### config.mk
export PLATFORM = sky130hd
export DESIGN_NAME = dac_sample_buffer_flat
export DESIGN_NICKNAME = d
export VERILOG_FILES = /design/src/rtl/dac_sample_buffer_if.sv /design/src/rtl/dac_sample_buffer.sv /design/src/flat_wrapper.sv
export SDC_FILE = /design/constraint.sdc
export NUM_CORES = 1
export LEC_CHECK = 0
export BUFFER_PORTS_ARGS = -buffer_cell sky130_fd_sc_hd__buf_2
export CORE_MARGIN = 1
export CORE_UTILIZATION = 54
export DETAILED_ROUTE_END_ITERATION = 7
export GPL_TIMING_DRIVEN = 0
export PLACE_DENSITY = 0.85
export SLEW_MARGIN = 25
export SYNTH_ARGS = -nofsm -noshare
export SYNTH_HDL_FRONTEND = slang
export SYNTH_SLANG_ARGS = --single-unit
### constraint.sdc
create_clock -name clk -period 7.5 [get_ports clk]
set_input_delay 0.375 -clock clk [delete_from_list [all_inputs] [get_ports clk]]
set_output_delay 0.375 -clock clk [all_outputs]
set_load 0.01 [all_outputs]
### src/rtl/dac_sample_buffer_if.sv
// Sample bus between the FIR output, the DAC sample buffer and the I2S request side.
// The slave modport is the buffer's view. The master modport is the view of whoever drives
// the FIR samples and the I2S requests.
interface dac_sample_buffer_if #(
  parameter int DataWidth = 12,
  parameter int Depth     = 4,
  parameter int GainWidth = 2
);
  localparam int LevelWidth = $clog2(Depth + 1);

  logic [DataWidth-1:0]  inData;
  logic                  inValid;
  logic [GainWidth-1:0]  gainShift;
  logic                  holdOnEmpty;
  logic                  outReq;
  logic                  clearFlags;
  logic [DataWidth-1:0]  outData;
  logic                  outValid;
  logic [LevelWidth-1:0] level;
  logic                  overflow;
  logic                  underflow;

  modport slave (
    input  inData, inValid, gainShift, holdOnEmpty, outReq, clearFlags,
    output outData, outValid, level, overflow, underflow
  );

  modport master (
    output inData, inValid, gainShift, holdOnEmpty, outReq, clearFlags,
    input  outData, outValid, level, overflow, underflow
  );
endinterface

### src/rtl/dac_sample_buffer.sv
// DAC sample buffer.
// It applies a saturating left-shift gain to each FIR sample and queues the result in a small FIFO.
// It delivers one registered sample per I2S request. Sticky overflow and underflow flags are kept.
module dac_sample_buffer #(
  parameter int DataWidth = 12,
  parameter int Depth     = 4,
  parameter int GainWidth = 2
) (
  input  logic clk,
  input  logic reset,
  dac_sample_buffer_if.slave bus
);
  localparam int AddrWidth  = $clog2(Depth);
  localparam int LevelWidth = $clog2(Depth + 1);
  // Largest shift the gain control can request; the intermediate value is widened by this many bits
  localparam int MaxShift   = (1 << GainWidth) - 1;
  localparam int FullWidth  = DataWidth + MaxShift;

  localparam logic [DataWidth-1:0] SatMax = {1'b0, {(DataWidth-1){1'b1}}};
  localparam logic [DataWidth-1:0] SatMin = {1'b1, {(DataWidth-1){1'b0}}};

  // Sample storage, no reset so it maps onto plain RAM
  logic [DataWidth-1:0] mem [Depth];

  logic [AddrWidth-1:0]  wr_ptr_reg;
  logic [AddrWidth-1:0]  rd_ptr_reg;
  logic [LevelWidth-1:0] level_reg;
  logic [DataWidth-1:0]  out_data_reg;
  logic                  out_valid_reg;
  logic [DataWidth-1:0]  last_reg;
  logic                  overflow_reg;
  logic                  underflow_reg;

  logic [FullWidth-1:0]  extended;
  logic [FullWidth-1:0]  shifted;
  logic [MaxShift:0]     upper;
  logic [DataWidth-1:0]  gained;

  logic                  empty;
  logic                  full;
  logic                  do_push;
  logic                  do_pop;
  logic                  overflow_event;
  logic                  underflow_event;
  logic [LevelWidth-1:0] level_next;

  // Gain: sign-extend the sample, shift it at full precision, then clamp it to the sample range.
  // The shifted value fits only when every bit from the sample sign position upward is the same.
  always_comb begin
    extended = {{MaxShift{bus.inData[DataWidth-1]}}, bus.inData};
    shifted  = extended << bus.gainShift;
    upper    = shifted[FullWidth-1:DataWidth-1];
    gained   = shifted[DataWidth-1:0];
    if (!((upper == '0) || (upper == '1))) begin
      gained = shifted[FullWidth-1] ? SatMin : SatMax;
    end
  end

  // Push and pop decisions.
  // A full FIFO still accepts a write when a read pops in the same cycle.
  // An empty FIFO never bypasses the new sample straight to the output.
  always_comb begin
    empty           = (level_reg == '0);
    full            = (level_reg == LevelWidth'(Depth));
    do_pop          = bus.outReq && !empty;
    do_push         = bus.inValid && (!full || bus.outReq);
    overflow_event  = bus.inValid && full && !bus.outReq;
    underflow_event = bus.outReq && empty;
    level_next      = level_reg + LevelWidth'(do_push) - LevelWidth'(do_pop);
  end

  // Store the gained sample at the write pointer
  always_ff @(posedge clk) begin
    if (do_push) begin
      mem[wr_ptr_reg] <= gained;
    end
  end

  // Pointers and occupancy. The pointers wrap naturally because Depth is a power of two.
  always_ff @(posedge clk or posedge reset) begin
    if (reset) begin
      wr_ptr_reg <= '0;
      rd_ptr_reg <= '0;
      level_reg  <= '0;
    end else begin
      if (do_push) begin
        wr_ptr_reg <= wr_ptr_reg + AddrWidth'(1);
      end
      if (do_pop) begin
        rd_ptr_reg <= rd_ptr_reg + AddrWidth'(1);
      end
      level_reg <= level_next;
    end
  end

  // Output register and last-delivered sample.
  // On a full push and pop to the same slot, the read sees the old entry.
  // On underflow the output is either the held sample or zero.
  always_ff @(posedge clk or posedge reset) begin
    if (reset) begin
      out_data_reg  <= '0;
      out_valid_reg <= 1'b0;
      last_reg      <= '0;
    end else begin
      out_valid_reg <= bus.outReq;
      if (do_pop) begin
        out_data_reg <= mem[rd_ptr_reg];
        last_reg     <= mem[rd_ptr_reg];
      end else if (underflow_event) begin
        out_data_reg <= bus.holdOnEmpty ? last_reg : '0;
      end
    end
  end

  // Sticky status flags. A new event in the same cycle as clearFlags keeps the flag set.
  always_ff @(posedge clk or posedge reset) begin
    if (reset) begin
      overflow_reg  <= 1'b0;
      underflow_reg <= 1'b0;
    end else begin
      if (overflow_event) begin
        overflow_reg <= 1'b1;
      end else if (bus.clearFlags) begin
        overflow_reg <= 1'b0;
      end
      if (underflow_event) begin
        underflow_reg <= 1'b1;
      end else if (bus.clearFlags) begin
        underflow_reg <= 1'b0;
      end
    end
  end

  assign bus.outData   = out_data_reg;
  assign bus.outValid  = out_valid_reg;
  assign bus.level     = level_reg;
  assign bus.overflow  = overflow_reg;
  assign bus.underflow = underflow_reg;
endmodule

### src/flat_wrapper.sv
// flat-port wrapper written by rule: the top's interface ports become plain ports
module dac_sample_buffer_flat 
#(
  parameter int DataWidth = 12,
  parameter int Depth     = 4,
  parameter int GainWidth = 2
)
  (clk, reset, bus_inData, bus_inValid, bus_gainShift, bus_holdOnEmpty, bus_outReq, bus_clearFlags, bus_outData, bus_outValid, bus_level, bus_overflow, bus_underflow);
  dac_sample_buffer_if #(.DataWidth(DataWidth), .Depth(Depth), .GainWidth(GainWidth)) bus_i ();
  input  logic clk;
  input  logic reset;
  input wire logic [$bits(bus_i.inData)-1:0] bus_inData;
  input wire logic [$bits(bus_i.inValid)-1:0] bus_inValid;
  input wire logic [$bits(bus_i.gainShift)-1:0] bus_gainShift;
  input wire logic [$bits(bus_i.holdOnEmpty)-1:0] bus_holdOnEmpty;
  input wire logic [$bits(bus_i.outReq)-1:0] bus_outReq;
  input wire logic [$bits(bus_i.clearFlags)-1:0] bus_clearFlags;
  output wire logic [$bits(bus_i.outData)-1:0] bus_outData;
  output wire logic [$bits(bus_i.outValid)-1:0] bus_outValid;
  output wire logic [$bits(bus_i.level)-1:0] bus_level;
  output wire logic [$bits(bus_i.overflow)-1:0] bus_overflow;
  output wire logic [$bits(bus_i.underflow)-1:0] bus_underflow;
  assign bus_i.inData = bus_inData;
  assign bus_i.inValid = bus_inValid;
  assign bus_i.gainShift = bus_gainShift;
  assign bus_i.holdOnEmpty = bus_holdOnEmpty;
  assign bus_i.outReq = bus_outReq;
  assign bus_i.clearFlags = bus_clearFlags;
  assign bus_outData = bus_i.outData;
  assign bus_outValid = bus_i.outValid;
  assign bus_level = bus_i.level;
  assign bus_overflow = bus_i.overflow;
  assign bus_underflow = bus_i.underflow;
  dac_sample_buffer #(.DataWidth(DataWidth), .Depth(Depth), .GainWidth(GainWidth)) u_core (.clk(clk), .reset(reset), .bus(bus_i));
endmodule
Word-level counts from Yosys, hierarchy flattened. Memories as Yosys holds them, arrays and structs flattened. Cells that the tools add are included.

Word-level logic and storage cells: 41. Register bits after elaboration: 34. Input bits: 20. Memories kept: 1. RAM bits: 48. Output and inout port bits: 18.

Memories: u_core.mem (words 4, width 12, read ports 1, clocked after Yosys merged registers in 0, wr ports 1, RTL line dac_sample_buffer.sv:23) `logic [DataWidth-1:0] mem [Depth];`.

Multiplexer cells: 10. Add/subtract/negate cells: 4. Equal/unequal tests: 2. Shift operators: 1. Reduce and logical (&&, ||, !) cells: 15.

Operators with widths (number): 12-bit two-way mux (5); 15-bit by 2-bit << shifter with 15-bit output (1); 2-bit nonzero test (3); 1-bit logical AND (5); 1-bit two-way mux (5); 2-bit by 1-bit adder with 2-bit output, second input constant (2); 4-bit == test, second input constant (1); 4-bit zero test (1); 3-bit by 1-bit adder with 3-bit output (1); 3-bit == test, second input constant (1); 1-bit zero test (3); 3-bit zero test (1); 3-bit by 1-bit subtractor with 3-bit output (1); 1-bit logical OR (2).

Depth between registers and ports, before layout.
Depth in word-level cells: 6. Mapped depth: 10. Gate-level depth less buffers: 9.

Worst setup path before layout. OpenSTA, ideal clock, no wires.

Kind: register to register. Start: register u_core.level_reg[1], in the netlist u_core.bus.level[1]. End: register u_core.level_reg[2], in the netlist u_core.bus.level[2]. Slack: 5.032 ns. Period minus slack after synthesis: 2.468 ns. Arrival time: 2.338 ns. Setup time: 0.130 ns. Stages on the path, launching flop included: 11. Path buffers: 1. Path through: dfrtp_1 > o31ai_4 > buf_4 > inv_1 > ha_1 > inv_1 > ha_1 > inv_1 > fa_1 > xnor2_1 > xnor2_1.

Elaborated cells between the ends (all ways): 9.

RTL lines: start, declared (RTL line dac_sample_buffer.sv:27) `logic [LevelWidth-1:0] level_reg;`; start signal, assigned (RTL line dac_sample_buffer.sv:92) `level_reg <= level_next;`; 3-bit zero test (RTL line dac_sample_buffer.sv:63) `empty = (level_reg == '0);`; 1-bit zero test (RTL line dac_sample_buffer.sv:65) `do_pop = bus.outReq && !empty;`; 1-bit logical AND (RTL line dac_sample_buffer.sv:65); via u_core.do_pop (RTL line dac_sample_buffer.sv:42) `logic do_pop;`; 3-bit by 1-bit subtractor with 3-bit output (RTL line dac_sample_buffer.sv:69) `level_next = level_reg + LevelWidth'(do_push) - LevelWidth'(do_pop);`; via u_core.level_next[2] (RTL line dac_sample_buffer.sv:45) `logic [LevelWidth-1:0] level_next;`.

The timed path passes the listed nets, and every way through them passes these cells. A chain may end at the register's enable or synchronous reset.

Final worst setup path. Same ends and word-level chain as after synthesis.

==> summary.txt <==
Floorplanning
  – Initial Utilization: roughly 57%
  – I/O pin count: 38
  – Die width: between 80 and 90 um
  – Die area: approximately 7000 sq um
  – Row Count: 29
  – CORE AREA: around 6500 sq um
  – Die Y: ~84 um

Critical path
  – Worst Setup Start Kind: flip-flop
  – Critical path class: reg -> reg
  – Worst flop-to-flop path startpoint: u_core.bus.level[1]
  – R2R setup slack: just under 5 ns
  – CP startpoint: u_core.bus.level[1]
  – RR Endpoint: u_core.bus.level[2]
  – Critical Path AT: 2.87 ns
  – CP max FO: 10
  – CP endpoint kind: flip-flop
  – Data required, critical path: about 7.7 ns
  – R2r worst-path depth: 10

Final layout
  – Largest register FFs: 48
  – Share of layout cells above drive strength 1: a little over a quarter
  – Final Util: between 60% and 70%
  – Fillers: about 460
  – Final #Nets: 332
  – Most frequent cells in the layout: 48 x edfxtp_1, 37 x buf_2, 34 x dfrtp_1
  – Area occupied by registers: ~2300 sq um
  – Area taken by multi-input logic gates: approximately 1200 sq um
  – Area Growth Syn to Fin: 14.1%
  – Most common cell after layout, fill and taps aside: edfxtp_1
  – Post-Layout Inst Area: approximately 4200 sq um
  – Antenna cells: 0

Timing
  – Final setup viols: 0
  – Final Slew Violations: 0
  – RSZ-0062 raised after global routing: no
  – Final hold violations: 0
  – Worst rel slew slack: a little under three fifths
  – TNS Setup: 0 ns
  – Crit share post-route: 35.1%
  – Clk_skew: approximately 0.005 ns
  – Max Clk Rate: ~380 MHz
  – Minimum clock period: between 2 and 3 ns
  – Final hold slack: about 0.11 ns
  – Worst slew pin tran: roughly 0.67 ns

Clocking
  – # H-tree levels: 3
  – CTS Hold Bufs: 0
  – TritonCTS clock tree: yes
  – Root Driver: clkbuf_8
  – CTS Buf Count: 9
  – CTS Sinks: ~80
  – Worst-path clk slew: approximately 0.08 ns
  – Max clock buf depth: 2
  – Setup bufs post-CTS: 0
  – Post-CTS sizing: 0
  – Clock Latency Late Sink: 0.35 ns

Routing
  – First-pass detailed-route iteration total: 6
  – Iteration-0 DRC Markers: 86
  – Vias per cell: 5.41
  – Vias: 2,092
  – Routed Antenna Nets: 0
  – Routed wire per std cell: about 15 um
  – Final wirelength: between 5 and 6 mm
  – Residual DRC: 8

Global route
  – Initial antenna violation count: 0
  – Number of global-route vias before repair: between 2,000 and 2,500
  – Largest net degree at the start of global routing: 35
  – GRT overflow: 0
  – First-pass GRT wire length: between 9 and 10 mm
  – Total global-route track usage: about 18%

Min path
  – Hold WC Path Type: in -> async

Synthesis
  – Yosys cell types: 38
  – Post-Syn Instances: approximately 260
  – Mapped Area: approximately 3700 sq um
  – Cell taking the most area after synthesis: edfxtp_1
  – Top post-synthesis cells by area: edfxtp_1 39%, dfrtp_1 23%, mux4_2 4.9%
  – Synth top area share: about two fifths
  – Synth warn: 0
  – Number of flops mapped to enable cells by yosys: 48
  – Register area share after synthesis: 62.4%
  – Mean area per synthesized cell: 14.2 sq um
  – Syn nets: approximately 290
  – Async S/R FF share, synth: around two fifths
  – Primary FF master, synth: edfxtp_1
  – Synthesized flop and latch total: roughly 80

Pwr
  – Leakage: between 1.5 and 2 nW
  – Power density over cell area: 374 nW/um^2
  – Post-route total power: between 0.0015 and 0.002 W
  – Max rail drop VDD: between 0.00015 and 0.0002 V

Status
  – Violated checks: design-rule violations
  – Status: complete, but fails checks

Place
  – Dpl cell area: approximately 4000 sq um
  – DP Wirelength: about 4 mm
  – Placer Congestion: 0.804
  – I/O Buffers: 36

Job
  – Max-cap check violation count: 0
## per-layer routing
layer	wire length [um]	track usage, %	share of wire, %
met1	2580	22.3	44
met2	2860	29.6	49
met3	241	5.01	4.1
met4	134	8.78	2.3
met5	0	0	0
## cell families (layout without fill, tap and decap cells)
kind of cell,count (synthesis),after routing,share of synthesized area [%]
xor gates and xnor gates,5,5,1.19
adders and majority gates,7,7,2.59
AOI/OAI and AO/OA,60,60,10.4
DFF,82,82,62.4
buffers and inverters,40,92,5.38
muxes,26,26,11.7
and+or+nand+nor,38,38,6.34
## area by class of cell
| cell class | instances | area share (%) |
|---|---|---|
| Buffer | 12 | 2.21 |
| Multi-Input combinational cell | 136 | 28.2 |
| Tap cell | 77 | 2.30 |
| Clock inverter | 6 | 2.72 |
| Clock buffer | 10 | 3.04 |
| Timing Repair Buffer | 36 | 4.30 |
| Inverter | 28 | 2.51 |
| Sequential cell | 82 | 54.7 |
## stage by stage
step | std cells | worst slack (ns)
3_3_place_gp | 371 | 4.91
4_1_cts | 387 | 4.84
6_report | 387 | 4.86
5_1_grt | 387 | 4.74
2_1_floorplan | 258 | 5.03
3_5_place_dp | 371 | 4.86
## synthesized netlist by cell type, drive strengths merged, types with 2 or more instances
library cell  count
a21oi            18
and2              5
mux2              3
mux4             12
nand2             8
buf               7
and2b             3
clkbuf            5
dfrtp            34
o21ai            24
nor2              8
a21o             12
inv              27
edfxtp           48
xnor2             5
mux2i            11
ha                6
o31ai             2
nor2b            10
## power by group
part / internal (W) / total, W / switching (W)
logic: 0.000245 / 0.000486 / 0.000241
registers: 0.000631 / 0.000703 / 0.0000720
clock network: 0.000222 / 0.000379 / 0.000157
## worst max-delay path: stages, from the launching register on
cell and delay [ns]:
dfrtp_1 0.49, o31ai_4 0.51, buf_4 0.29, inv_1 0.08, ha_1 0.27, inv_1 0.06
ha_1 0.13, inv_1 0.05, fa_1 0.38, xnor2_1 0.15, xnor2_1 0.13
## how the worst max path moves through the flow
stage	endpoint	slack, ns	depth (start not counted)
after floorplan	u_core.bus.level[2]	5.03	10
after global placement	u_core.bus.level[2]	4.91	10
after detailed placement	u_core.bus.level[2]	4.86	10
after CTS	u_core.bus.level[2]	4.84	10
after global routing	u_core.bus.level[2]	4.74	10
final	u_core.bus.level[2]	4.86	10
Note: power is estimated with default switching activity, not from simulation.
